[src/rtl/vga_timing_pkg.sv]
// vga_timing_pkg: per-axis raster timing description, total helper and standard modes
package vga_timing_pkg;
    typedef struct packed {
        int unsigned visible;
        int unsigned front;
        int unsigned sync;
        int unsigned back;
    } vga_axis_t;
    typedef struct packed {
        vga_axis_t h;
        vga_axis_t v;
    } vga_mode_t;
    function automatic int unsigned axis_total(vga_axis_t a);
        return a.visible + a.front + a.sync + a.back;
    endfunction
    localparam vga_mode_t VGA_640x480 = '{h: '{640, 16, 96, 48}, v: '{480, 10, 2, 33}};
    localparam vga_mode_t VGA_800x600 = '{h: '{800, 40, 128, 88}, v: '{600, 1, 4, 23}};
endpackage

[src/rtl/vga_axis_counter.sv]
// vga_axis_counter: one raster axis (count, registered sync, next-state active decode, wrap)
//   clk, rst (async, active high); step advances the count; restart forces the next count to 0
//   count: position on the axis; sync: registered sync level; active: next count is visible;
//   wrap: count sits on the last position
module vga_axis_counter
    import vga_timing_pkg::*;
#(
    parameter vga_axis_t AXIS = VGA_640x480.h,
    parameter logic      POL  = 1'b0,
    parameter int        W    = $clog2(axis_total(AXIS))
) (
    input  logic         clk,
    input  logic         rst,
    input  logic         step,
    input  logic         restart,
    output logic [W-1:0] count,
    output logic         sync,
    output logic         active,
    output logic         wrap
);
    localparam logic [W-1:0] LAST    = W'(axis_total(AXIS) - 1);
    localparam logic [W-1:0] VIS     = W'(AXIS.visible);
    localparam logic [W-1:0] SYNC_LO = W'(AXIS.visible + AXIS.front);
    localparam logic [W-1:0] SYNC_HI = W'(AXIS.visible + AXIS.front + AXIS.sync);
    if (AXIS.front == 0 || AXIS.sync == 0 || AXIS.back == 0) begin : g_bad_axis
        $fatal(1, "vga_axis_counter: porch and sync widths must be nonzero");
    end
    logic [W-1:0] count_q, count_d;
    logic         sync_q, sync_d;
    assign wrap = count_q == LAST;
    // Sync is decoded from the next count so it flips on the same edge as the count.
    always_comb begin
        count_d = restart ? '0 : !step ? count_q : wrap ? '0 : count_q + 1'b1;
        sync_d  = (count_d >= SYNC_LO && count_d < SYNC_HI) ? POL : !POL;
        active  = count_d < VIS;
    end
    always_ff @(posedge clk or posedge rst) begin
        if (rst) begin
            count_q <= LAST;
            sync_q  <= !POL;
        end else begin
            count_q <= count_d;
            sync_q  <= sync_d;
        end
    end
    assign count = count_q;
    assign sync  = sync_q;
endmodule

[src/rtl/vga_timing_gen.sv]
// vga_timing_gen: VGA raster timing generator advancing on a pixel-rate enable
//   clk, rst (async, active high), pix_en (pixel tick), restart (next tick lands on (0,0))
//   h_count/v_count: raster position; hsync/vsync: polarity-configured syncs;
//   video_active: visible region; line_end/frame_end: last pixel of line/frame;
//   frame_start: one-clk pulse on entry to (0,0); frame_cnt: completed frames
module vga_timing_gen
    import vga_timing_pkg::*;
#(
    parameter int H_VISIBLE = 640,
    parameter int H_FRONT   = 16,
    parameter int H_SYNC    = 96,
    parameter int H_BACK    = 48,
    parameter int V_VISIBLE = 480,
    parameter int V_FRONT   = 10,
    parameter int V_SYNC    = 2,
    parameter int V_BACK    = 33,
    parameter int HSYNC_POL = 0,
    parameter int VSYNC_POL = 0,
    parameter int FCNT_W    = 8,
    localparam int HW = $clog2(H_VISIBLE + H_FRONT + H_SYNC + H_BACK),
    localparam int VW = $clog2(V_VISIBLE + V_FRONT + V_SYNC + V_BACK)
) (
    input  logic              clk,
    input  logic              rst,
    input  logic              pix_en,
    input  logic              restart,
    output logic [HW-1:0]     h_count,
    output logic [VW-1:0]     v_count,
    output logic              hsync,
    output logic              vsync,
    output logic              video_active,
    output logic              line_end,
    output logic              frame_end,
    output logic              frame_start,
    output logic [FCNT_W-1:0] frame_cnt
);
    localparam vga_axis_t H_AXIS = '{H_VISIBLE, H_FRONT, H_SYNC, H_BACK};
    localparam vga_axis_t V_AXIS = '{V_VISIBLE, V_FRONT, V_SYNC, V_BACK};
    logic              h_wrap, v_wrap, h_act, v_act, go;
    logic              pend_q, pend_d, first_q, first_d, fs_q, fs_d, va_q, va_d;
    logic [FCNT_W-1:0] fcnt_q, fcnt_d;
    vga_axis_counter #(.AXIS(H_AXIS), .POL(HSYNC_POL != 0)) u_h (
        .clk, .rst, .step(pix_en), .restart(go),
        .count(h_count), .sync(hsync), .active(h_act), .wrap(h_wrap)
    );
    vga_axis_counter #(.AXIS(V_AXIS), .POL(VSYNC_POL != 0)) u_v (
        .clk, .rst, .step(pix_en && h_wrap), .restart(go),
        .count(v_count), .sync(vsync), .active(v_act), .wrap(v_wrap)
    );
    // A restart seen without a tick waits in pend_q; first_q keeps the reset-to-(0,0) entry from counting as a frame.
    always_comb begin
        go      = pix_en && (restart || pend_q);
        pend_d  = pix_en ? 1'b0 : pend_q || restart;
        first_d = first_q && !pix_en;
        fs_d    = pix_en && (go || (h_wrap && v_wrap));
        va_d    = h_act && v_act;
        fcnt_d  = (pix_en && h_wrap && v_wrap && !go && !first_q) ? fcnt_q + 1'b1 : fcnt_q;
    end
    always_ff @(posedge clk or posedge rst) begin
        if (rst) begin
            pend_q  <= 1'b0;
            first_q <= 1'b1;
            fs_q    <= 1'b0;
            va_q    <= 1'b0;
            fcnt_q  <= '0;
        end else begin
            pend_q  <= pend_d;
            first_q <= first_d;
            fs_q    <= fs_d;
            va_q    <= va_d;
            fcnt_q  <= fcnt_d;
        end
    end
    assign video_active = va_q;
    assign line_end     = h_wrap;
    assign frame_end    = h_wrap && v_wrap;
    assign frame_start  = fs_q;
    assign frame_cnt    = fcnt_q;
endmodule

[config.mk]
export PLATFORM = sky130hd
export DESIGN_NAME = vga_timing_gen
export DESIGN_NICKNAME = d
export VERILOG_FILES = /design/src/rtl/vga_timing_pkg.sv /design/src/rtl/vga_axis_counter.sv /design/src/rtl/vga_timing_gen.sv
export SDC_FILE = /design/constraint.sdc
export NUM_CORES = 1
export LEC_CHECK = 0
export CORE_UTILIZATION = 38
export CTS_BUF_LIST = sky130_fd_sc_hd__clkbuf_2 sky130_fd_sc_hd__clkbuf_4 sky130_fd_sc_hd__clkbuf_8
export CTS_CLUSTER_DIAMETER = 30
export DETAILED_ROUTE_END_ITERATION = 10
export HOLD_SLACK_MARGIN = 0.08
export SYNTH_ARGS = -nofsm -noshare
export SYNTH_HDL_FRONTEND = slang
export SYNTH_SLANG_ARGS = --single-unit
export TNS_END_PERCENT = 100
[constraint.sdc]
create_clock -name clk -period 2.9 [get_ports clk]
set_input_delay 0.29 -clock clk [delete_from_list [all_inputs] [get_ports clk]]
set_output_delay 0.29 -clock clk [all_outputs]
set_load 0.03 [all_outputs]
# After elaboration in Yosys (flattened, before gate mapping)
# Index checks and enable logic that the tools add are counted.
word_totals:
  ff_bits: 34
  inputBits: 4
op_classes:
  add_sub_neg: 3
  magnitude_cmp: 6
  n_eq_ne: 2
  muxes: 9
  n_reduce_logical: 16
op_table:
  columns: ["op", "count"]
  rows:
  - ["$mux 10", 6]
  - ["$add 10x1->10 const B", 2]
  - ["$eq 10x10->1 const B", 2]
  - ["$lt 10x10->1 const B", 2]
  - ["$lt 10x9->1 const B", 2]
  - ["$logic_and 1x1->1", 11]
  - ["$ge 10x10->1 const B", 1]
  - ["$ge 10x9->1 const B", 1]
  - ["$add 8x1->8 const B", 1]
  - ["$logic_not 1->1", 3]
  - ["$mux 1", 3]
  - ["$logic_or 1x1->1", 2]

# Longest topological paths before layout
# Gate-level depths: netlist of the first run.
depth:
  depth_word: 7
  ltp_mapped: 8
  mapped_depth_nobuf: 8

# Modules after synthesis
# A second synthesis of the first run with hierarchy kept.
unflattened:
  hier_cells: 181
  hier_area_um2: 1866.8
modules_own_cells:
  columns: ["module", "n_inst", "cells_per_inst", "area_each_um2", "seq_area_each_um2"]
  rows:
  - ["vga_axis_counter (u_v)", 1, 75, 710.7, 280.3]
  - ["vga_axis_counter (u_h)", 1, 65, 635.6, 285.3]
  - ["vga_timing_gen", 1, 41, 520.5, 301.5]

# Least setup slack after synthesis of the first run
# Ideal clock, no wire load.
synth_timing:
  path_kind: "register to register"
  start: "reg u_h.count_q[4], in the netlist u_h.count[4]"
  end: "reg fcnt_q[5], in the netlist frame_cnt[5]"
  arrival_time_ns: 2.324
  required_ns: 2.766
  path_slack_ns: 0.442
  stages_incl_launch_ff: 8
  path_buffers: 1
  period_less_slack_ns: 2.458
  path_cell_list: "dfstp_2 > or4b_1 > buf_2 > or3_4 > nor3_4 > and3_4 > nand4_2 > xnor2_1"
synth_between:
  elab_chain_cells: 5
synth_rtl:
  columns: ["item", "line_no", "source"]
  rows:
  - ["start, declared", "vga_axis_counter.sv:28", "logic [W-1:0] count_q, count_d;"]
  - ["start signal, assigned", "vga_axis_counter.sv:42", "count_q <= count_d;"]
  - ["$eq 10x10->1", "vga_axis_counter.sv:30", "assign wrap = count_q == LAST;"]
  - ["$logic_and 1x1->1 (4 in series)", "vga_timing_gen.sv:57", "fcnt_d = (pix_en && h_wrap && v_wrap && !go && !first_q) ? fcnt_q + 1'b1 : fcnt_q;"]
  - ["end signal, assigned", "vga_timing_gen.sv:71", "fcnt_q <= fcnt_d;"]
  - ["end, declared", "vga_timing_gen.sv:41", "logic [FCNT_W-1:0] fcnt_q, fcnt_d;"]
# No other way between the ends.
# A chain may end at the register's enable or synchronous reset.

# Worst setup path after layout of the first run
layout_timing:
  start: "reg u_h.count_q[4], in the netlist u_h.count[4]"
  end: "out frame_end"
layout_between:
  elab_chain_cells: 2
layout_rtl:
  columns: ["item", "line_no", "source"]
  rows:
  - ["$eq 10x10->1", "vga_axis_counter.sv:30", null]
  - ["$logic_and 1x1->1", "vga_timing_gen.sv:76", "assign frame_end = h_wrap && v_wrap;"]
  - ["end, declared", "vga_timing_gen.sv:33", "output logic frame_end,"]
# No other way between the ends.

==> results of run 1 <==
[how the worst max path moves through the flow]
stage                 start            to  slack [ns]
6_report       u_h.count[4]     frame_end        0.19
3_5_place_dp   u_h.count[4]     frame_end        0.23
4_1_cts        u_h.count[4]     frame_end        0.20
2_1_floorplan  u_h.count[4]  frame_cnt[5]        0.44
5_1_grt        u_h.count[4]     frame_end        0.04
3_3_place_gp   u_h.count[4]     frame_end        0.30
[sequential cells by signal, indices dropped and copies added, names as in the netlist]
register,flops
u_h.sync,1
frame_cnt,8
video_active,1
u_v.count,10
u_v.sync,1
u_h.count,10
pend_q,1
first_q,1
frame_start,1
[metrics by stage]
step | power, uW | hold WS (ns) | cells | cell area, um^2 | setup slack [ns]
6_report | 924.7 | 0.4867 | 255 | 2212 | 0.1867
4_1_cts | 935.6 | 0.4911 | 255 | 2212 | 0.1988
3_3_place_gp | 574.6 | 0.4616 | 247 | 2123 | 0.2992
3_5_place_dp | 575.5 | 0.4803 | 247 | 2123 | 0.2346
2_1_floorplan | 545.0 | 0.4220 | 160 | 1682 | 0.4424
5_1_grt | 974.1 | 0.5044 | 255 | 2212 | 0.04222
[synthesized netlist by cell type (all sizes together) (2+ instances only)]
cell    instances  area, um^2
inv             6       22.52
ha              4       50.05
and3            5       36.28
nor2           24       90.09
dfrtp          21       525.5
and4bb          2       25.02
xnor2          16       140.1
dfstp          13       341.6
or3             2       17.52
nand3           7       35.03
nor2b           3       18.77
and4            2       17.52
buf             2       10.01
o21ai           2       10.01
nand2          11       41.29
nor3            4       31.28
xor2            8       70.07
nand4          13       87.58
nor4            3       18.77
[repair_timing]
| action | in CTS | in global routing |
|---|---|---|
| hold buffers | 0 | 0 |
| gates resized for setup | 2 | 0 |
| endpoints found under the setup margin | 2 | 0 |
[metal layers]
layer	GRT usage, %	vias up	wire length, um
met1	23.33	657	1751
met2	30.02	35	1776
met3	5.099	4	171
met5	0	-	0
li1	-	647	-
met4	7.031	0	54
[cells in the final DEF (no fill, tap or decap), drive strengths merged, types with 3 or more instances in the layout]
cell            n
dfstp          13
nand3           7
nand4          13
nor2           24
clkdlybuf4s50  35
and3            5
xor2            8
inv             6
ha              4
buf             3
nor4            3
nor3            4
xnor2          16
dfrtp          21
clkbuf          8
nor2b           3
nand2          11
[report_power, final]
part / internal [uW] / switching (uW)
combinational: 26.6 / 43.7
clock: 198 / 160
sequential: 487 / 9.61
[final cells by class]
class | count | area (um^2)
inverters | 6 | 22.52
clock buffers | 8 | 91.34
fillers | 386 | 1903
flip-flops and latches | 34 | 867.1
repair buffers | 40 | 390.4
multi-input cells | 117 | 778.2
well taps | 50 | 62.56
[cells by family (layout without fill, tap and decap cells)]
kind of cell	Yosys count	after routing	share of synthesized area, %
compound gates	7	7	2.828
mux	1	1	0.6696
buf+inv	9	54	2.157
flops	34	34	51.56
xor+xnor	24	24	12.50
fa+ha+maj	4	4	2.976
simple gates	81	81	27.31
==> results.txt, run 1 <==
----------------------------------------------------
[Floorplanning]
  Effective utilization at floorplan ... 40.86%
  Die area ... 0.004695 mm^2
  Top-level I/O count ... 38
  Die boundary height ... 68.52 um
  Die extent in x ... 68.52 um
  Area inside the core boundary ... 0.004115 mm^2
  Row Count ... 23

[Clock tree]
  Maximum level of the CTS H-tree ... 2
  TritonCTS clock tree ... yes
  Insertion delay of the later-clocked pin in the worst-skew pair ... 0.28 ns
  Root Buffer ... sky130_fd_sc_hd__clkbuf_8
  Worst-path clk slew ... 0.07 ns
  Number of buffers on the longest clock path ... 2
  Number of buffers inserted during clock tree synthesis ... 5
  # clock sinks ... 34
  Postcts setup bufs ... 0

[STA]
  Tmin final ... 2.713 ns
  Share of the clock period used by the worst path after layout ... 93.56%
  Max-slew violation count ... 0
  Worst clock skew on the final layout ... 0.006143 ns
  Number of hold violations in the final report ... 0
  Relative max-transition margin ... 28.51%
  RSZ-0062 raised after global routing ... false
  # setup viols final ... 0
  Sum of negative setup slack ... 0 ns
  Max Clock Freq ... 0.3686 GHz
  Worst Tran Pin Value ... 1.071 ns

[Worst hold path]
  Min-delay worst type ... reg2reg
  Endpoint with the worst hold slack ... frame_cnt[7]
  Min-Delay Path Depth ... 1
  Launch instance of the worst min-delay path ... frame_cnt[7]

[Critical path]
  Depth of the critical timing path with buffers and inverters included ... 5
  Critical path, cell by cell ... or4b_1 -> nor2_1 -> nand4_1 -> nor2_1 -> dlygate4sd2_1
  Worst stage delay on the critical path ... 0.56 ns
  Crit start category ... register
  Total buffers and inverters traversed by the critical path ... 1
  Required time of the critical path ... 2.61 ns
  Endpoint of the worst register-to-register path ... video_active
  Reg-to-reg slack, setup ... 0.39 ns
  Dominant delay contributor by cell family on the critical path ... simple AND/OR/NAND/NOR gates
  R2r startpoint ... u_h.count[4]
  Critical path peak fanout ... 6
  Cell count of the worst reg-to-reg path ... 5
  Kind of critical path ... reg2out
  Standard cell with the maximum stage delay on the critical path ... sky130_fd_sc_hd__dfstp_2
  Kind of end point of the critical path ... output port
  Cell repeated most along the worst path ... sky130_fd_sc_hd__nor2_1
  Arrival time worst endpoint ... 2.42 ns

[Outcome]
  Result of the run ... complete, no violations

[Global routing]
  Total gr overflow ... 0
  First-pass GRT wire length ... 6.141 mm
  Total global-route track usage ... 18.50%
  Number of global-route vias before repair ... 1279
  Maximum number of pins on one net before global-route repair ... 29
  Initial antenna violation count ... 0

[Cells and area]
  Nets ... 212
  Final antenna diode count ... 0
  Area added between synthesis and finish ... 31.55%
  Layout cell share with drive strength beyond 1 ... 16.59%
  Final core utilization ... 53.75%

[Route]
  Total number of vias ... 1343
  Routed wire per std cell ... 14.72 um
  Number of search-and-repair iterations in the first detailed-routing pass ... 4
  Remaining antenna violation count ... 0
  Total length of routed wires ... 3.753 mm
  Count of unresolved DRC violations after routing ... 0
  Detailed-route vias per instance ... 5.267
  Violation count after the first detailed-routing iteration ... 95

[Flow run]
  Max-capacitance violation count ... 0

[Place]
  Final estimated routing congestion in global placement ... 0.8854
  Port Buffer Count ... 37
  Final HPWL from detailed placement ... 2.804 mm

[Yosys]
  Synthesized area per cell ... 10.51 um^2
  Yosys warnings ... 0
  Number of enable flip-flop cells after synthesis ... 0
  Most common flop cell mapped by yosys ... sky130_fd_sc_hd__dfrtp_1
  Post-synthesis instance total ... 160
  Total nets after synthesis ... 168
  Number of distinct library cells after synthesis ... 35
  Total of flip-flops plus latches after synthesis ... 34
  Portion of the post-synthesis area used by sequential elements ... 51.56%
  Async set-or-reset flop fraction in the synthesized netlist ... 100.0%
  Post-synthesis instance area ... 0.001682 mm^2

[Power and ir drop]
  LEAKAGE ... 0.0009245 uW
  Power density normalized to cell area ... 418.0 mW/mm^2
  Worst IR drop on VDD ... 0.2284 mV

----------------------------------------------------
(Power assumes the default switching activity.)
==> run 2: changes to the inputs <==
Settings changed: CORE_UTILIZATION 38 to 28, CTS_CLUSTER_SIZE set to 14.
==> results.txt, run 2 (same netlist as run 1, synthesis figures left out) <==
----------------------------------------------------
[Cells and area]
  Total non-filler cell area in the finished layout ... 0.002256 mm^2 (was 0.002212 mm^2)
  Commonest non-fill, non-tap cells in the layout ... 35 x sky130_fd_sc_hd__clkdlybuf4s50_1, 23 x sky130_fd_sc_hd__nor2_1, 21 x sky130_fd_sc_hd__dfrtp_1 (was 35 x sky130_fd_sc_hd__clkdlybuf4s50_1, 24 x sky130_fd_sc_hd__nor2_1, 21 x sky130_fd_sc_hd__dfrtp_1)
  Nets ... 214 (was 212)
  Final antenna diode count ... 0 (unchanged)
  Area added between synthesis and finish ... 34.15% (was 31.55%)
  Commonest non-fill, non-tap cell in the layout ... sky130_fd_sc_hd__clkdlybuf4s50_1 (unchanged)
  Final core utilization ... 39.99% (was 53.75%)
  Layout cell share with drive strength beyond 1 ... 17.87% (was 16.59%)
  Number of fill cells ... 564 (was 386)

[Place]
  Final estimated routing congestion in global placement ... 0.7951 (was 0.8854)
  Worst Setup Slack post-DPL ... 0.2988 ns (was 0.2346 ns)
  Final HPWL from detailed placement ... 2.788 mm (was 2.804 mm)
  Placed instance area ... 0.002166 mm^2 (was 0.002123 mm^2)
  Port Buffer Count ... 37 (unchanged)

[Floorplanning]
  Die area ... 0.006319 mm^2 (was 0.004695 mm^2)
  Die boundary height ... 79.50 um (was 68.52 um)
  Row Count ... 27 (was 23)
  Top-level I/O count ... 38 (unchanged)
  Effective utilization at floorplan ... 29.81% (was 40.86%)
  Area inside the core boundary ... 0.005642 mm^2 (was 0.004115 mm^2)
  Die extent in x ... 79.50 um (was 68.52 um)

[STA]
  Final worst slack ... 0.3151 ns (was 0.1867 ns)
  Sum of negative setup slack ... 0 ns (unchanged)
  Number of hold violations in the final report ... 0 (unchanged)
  Worst clock skew on the final layout ... 0.009203 ns (was 0.006143 ns)
  RSZ-0062 raised after global routing ... false (unchanged)
  # setup viols final ... 0 (unchanged)
  Max Clock Freq ... 0.3869 GHz (was 0.3686 GHz)
  Worst Tran Pin Value ... 0.4135 ns (was 1.071 ns)
  Relative max-transition margin ... 72.44% (was 28.51%)
  Tmin final ... 2.585 ns (was 2.713 ns)
  Share of the clock period used by the worst path after layout ... 89.13% (was 93.56%)
  Max-slew violation count ... 0 (unchanged)

[Route]
  Count of unresolved DRC violations after routing ... 0 (unchanged)
  Total number of vias ... 1309 (was 1343)
  Total length of routed wires ... 3.701 mm (was 3.753 mm)
  Number of search-and-repair iterations in the first detailed-routing pass ... 4 (unchanged)
  Detailed-route vias per instance ... 4.692 (was 5.267)
  Violation count after the first detailed-routing iteration ... 39 (was 95)
  Routed wire per std cell ... 13.27 um (was 14.72 um)
  Remaining antenna violation count ... 0 (unchanged)

[Power and ir drop]
  Design Power ... 909.1 uW (was 924.7 uW)
  Worst IR drop on VDD ... 0.2217 mV (was 0.2284 mV)
  LEAKAGE ... 0.0009481 uW (was 0.0009245 uW)
  Power density normalized to cell area ... 403.0 mW/mm^2 (was 418.0 mW/mm^2)

[Worst hold path]
  Min-delay worst type ... in2async (was reg2reg)

[Global routing]
  First-pass GRT wire length ... 6.361 mm (was 6.141 mm)
  Total gr overflow ... 0 (unchanged)
  Maximum number of pins on one net before global-route repair ... 35 (was 29)
  Initial antenna violation count ... 0 (unchanged)
  Total global-route track usage ... 13.14% (was 18.50%)
  Number of global-route vias before repair ... 1321 (was 1279)

[Clock tree]
  Number of buffers inserted during clock tree synthesis ... 5 (unchanged)
  Maximum level of the CTS H-tree ... 2 (unchanged)
  Root Buffer ... sky130_fd_sc_hd__clkbuf_8 (unchanged)
  Hold buffer count at cts ... 0 (unchanged)
  # clock sinks ... 34 (unchanged)
  Worst-path clk slew ... 0.07 ns (about the same)
  Postcts setup bufs ... 0 (unchanged)
  Insertion delay of the later-clocked pin in the worst-skew pair ... 0.29 ns (was 0.28 ns)
  TritonCTS clock tree ... yes (unchanged)
  Number of buffers on the longest clock path ... 2 (unchanged)

[Critical path]
  Reg-to-reg slack, setup ... 0.48 ns (was 0.39 ns)
  Kind of critical path ... reg2out (unchanged)
  Critical path peak fanout ... 6 (unchanged)
  Arrival time worst endpoint ... 2.29 ns (was 2.42 ns)
  Crit start category ... register (unchanged)
  Cell count of the worst reg-to-reg path ... 6 (was 5)
  Endpoint of the worst register-to-register path ... frame_cnt[5] (was video_active)
  Required time of the critical path ... 2.61 ns (about the same)
  Kind of end point of the critical path ... output port (unchanged)
  R2r startpoint ... u_h.count[4] (unchanged)

[Flow run]
  Max-capacitance violation count ... 0 (unchanged)

[Outcome]
  Result of the run ... complete, no violations (unchanged)

----------------------------------------------------
## run 2: repair_timing
| action | 4_1_cts | 5_1_grt |
|---|---|---|
| endpoints found under the hold margin | 0 | 0 |
| gates resized for setup | 1 | 2 |
| endpoints found under the setup margin | 1 | 1 |
## run 2: final cells by class
| cell class | instances | area (um^2) | share of cell area [%] |
|---|---|---|---|
| multi-input cells | 117 | 780.7 | 34.61 |
| clock inverters | 2 | 10.01 | 0.4437 |
| well taps | 72 | 90.09 | 3.993 |
| flip-flops and latches | 34 | 867.1 | 38.44 |
| clock buffers | 6 | 76.32 | 3.383 |
| repair buffers | 42 | 409.1 | 18.14 |
| inverters | 6 | 22.52 | 0.9983 |
## run 2: worst max path at each step
stage	from	endpoint	slack [ns]
final	u_h.count[4]	frame_end	0.32
after global routing	u_h.count[4]	frame_end	0.15
after CTS	u_h.count[4]	line_end	0.05
after detailed placement	u_h.count[4]	frame_end	0.30
after global placement	u_h.count[4]	frame_end	0.33
after floorplan	u_h.count[4]	frame_cnt[5]	0.44
## run 2: power by group
part           internal, uW  switching [uW]
clock                   175             167
sequential              487            8.80
combinational          27.2            43.9
total                   689             220
## run 2: per-stage QoR
step                      hold slack [ns]  instances
after floorplan                    0.4220        160
after global routing               0.4421        279
after CTS                          0.4125        279
after global placement             0.4611        271
after detailed placement           0.4729        271
final                              0.3988        279
## run 2: critical path, cell delays in order, from the launching register on
cell                            delay (ns)
sky130_fd_sc_hd__dfstp_2              0.56
sky130_fd_sc_hd__or4b_1               0.56
sky130_fd_sc_hd__nor2_2               0.18
sky130_fd_sc_hd__nand4_1              0.17
sky130_fd_sc_hd__nor2_1               0.13
sky130_fd_sc_hd__dlygate4sd2_1        0.41
## run 2: routing by layer
metal	share of wire (%)	GRT usage, %
met1	47	17.01
met4	1.6	5.273
met5	0	0
met2	45	19.91
met3	6.1	4.457
==> run 3: changes to the inputs <==
Settings changed: SLEW_MARGIN set to 20.
==> results of run 3 <==
No change in the layout: final DEF, timing and power equal those of run 2.
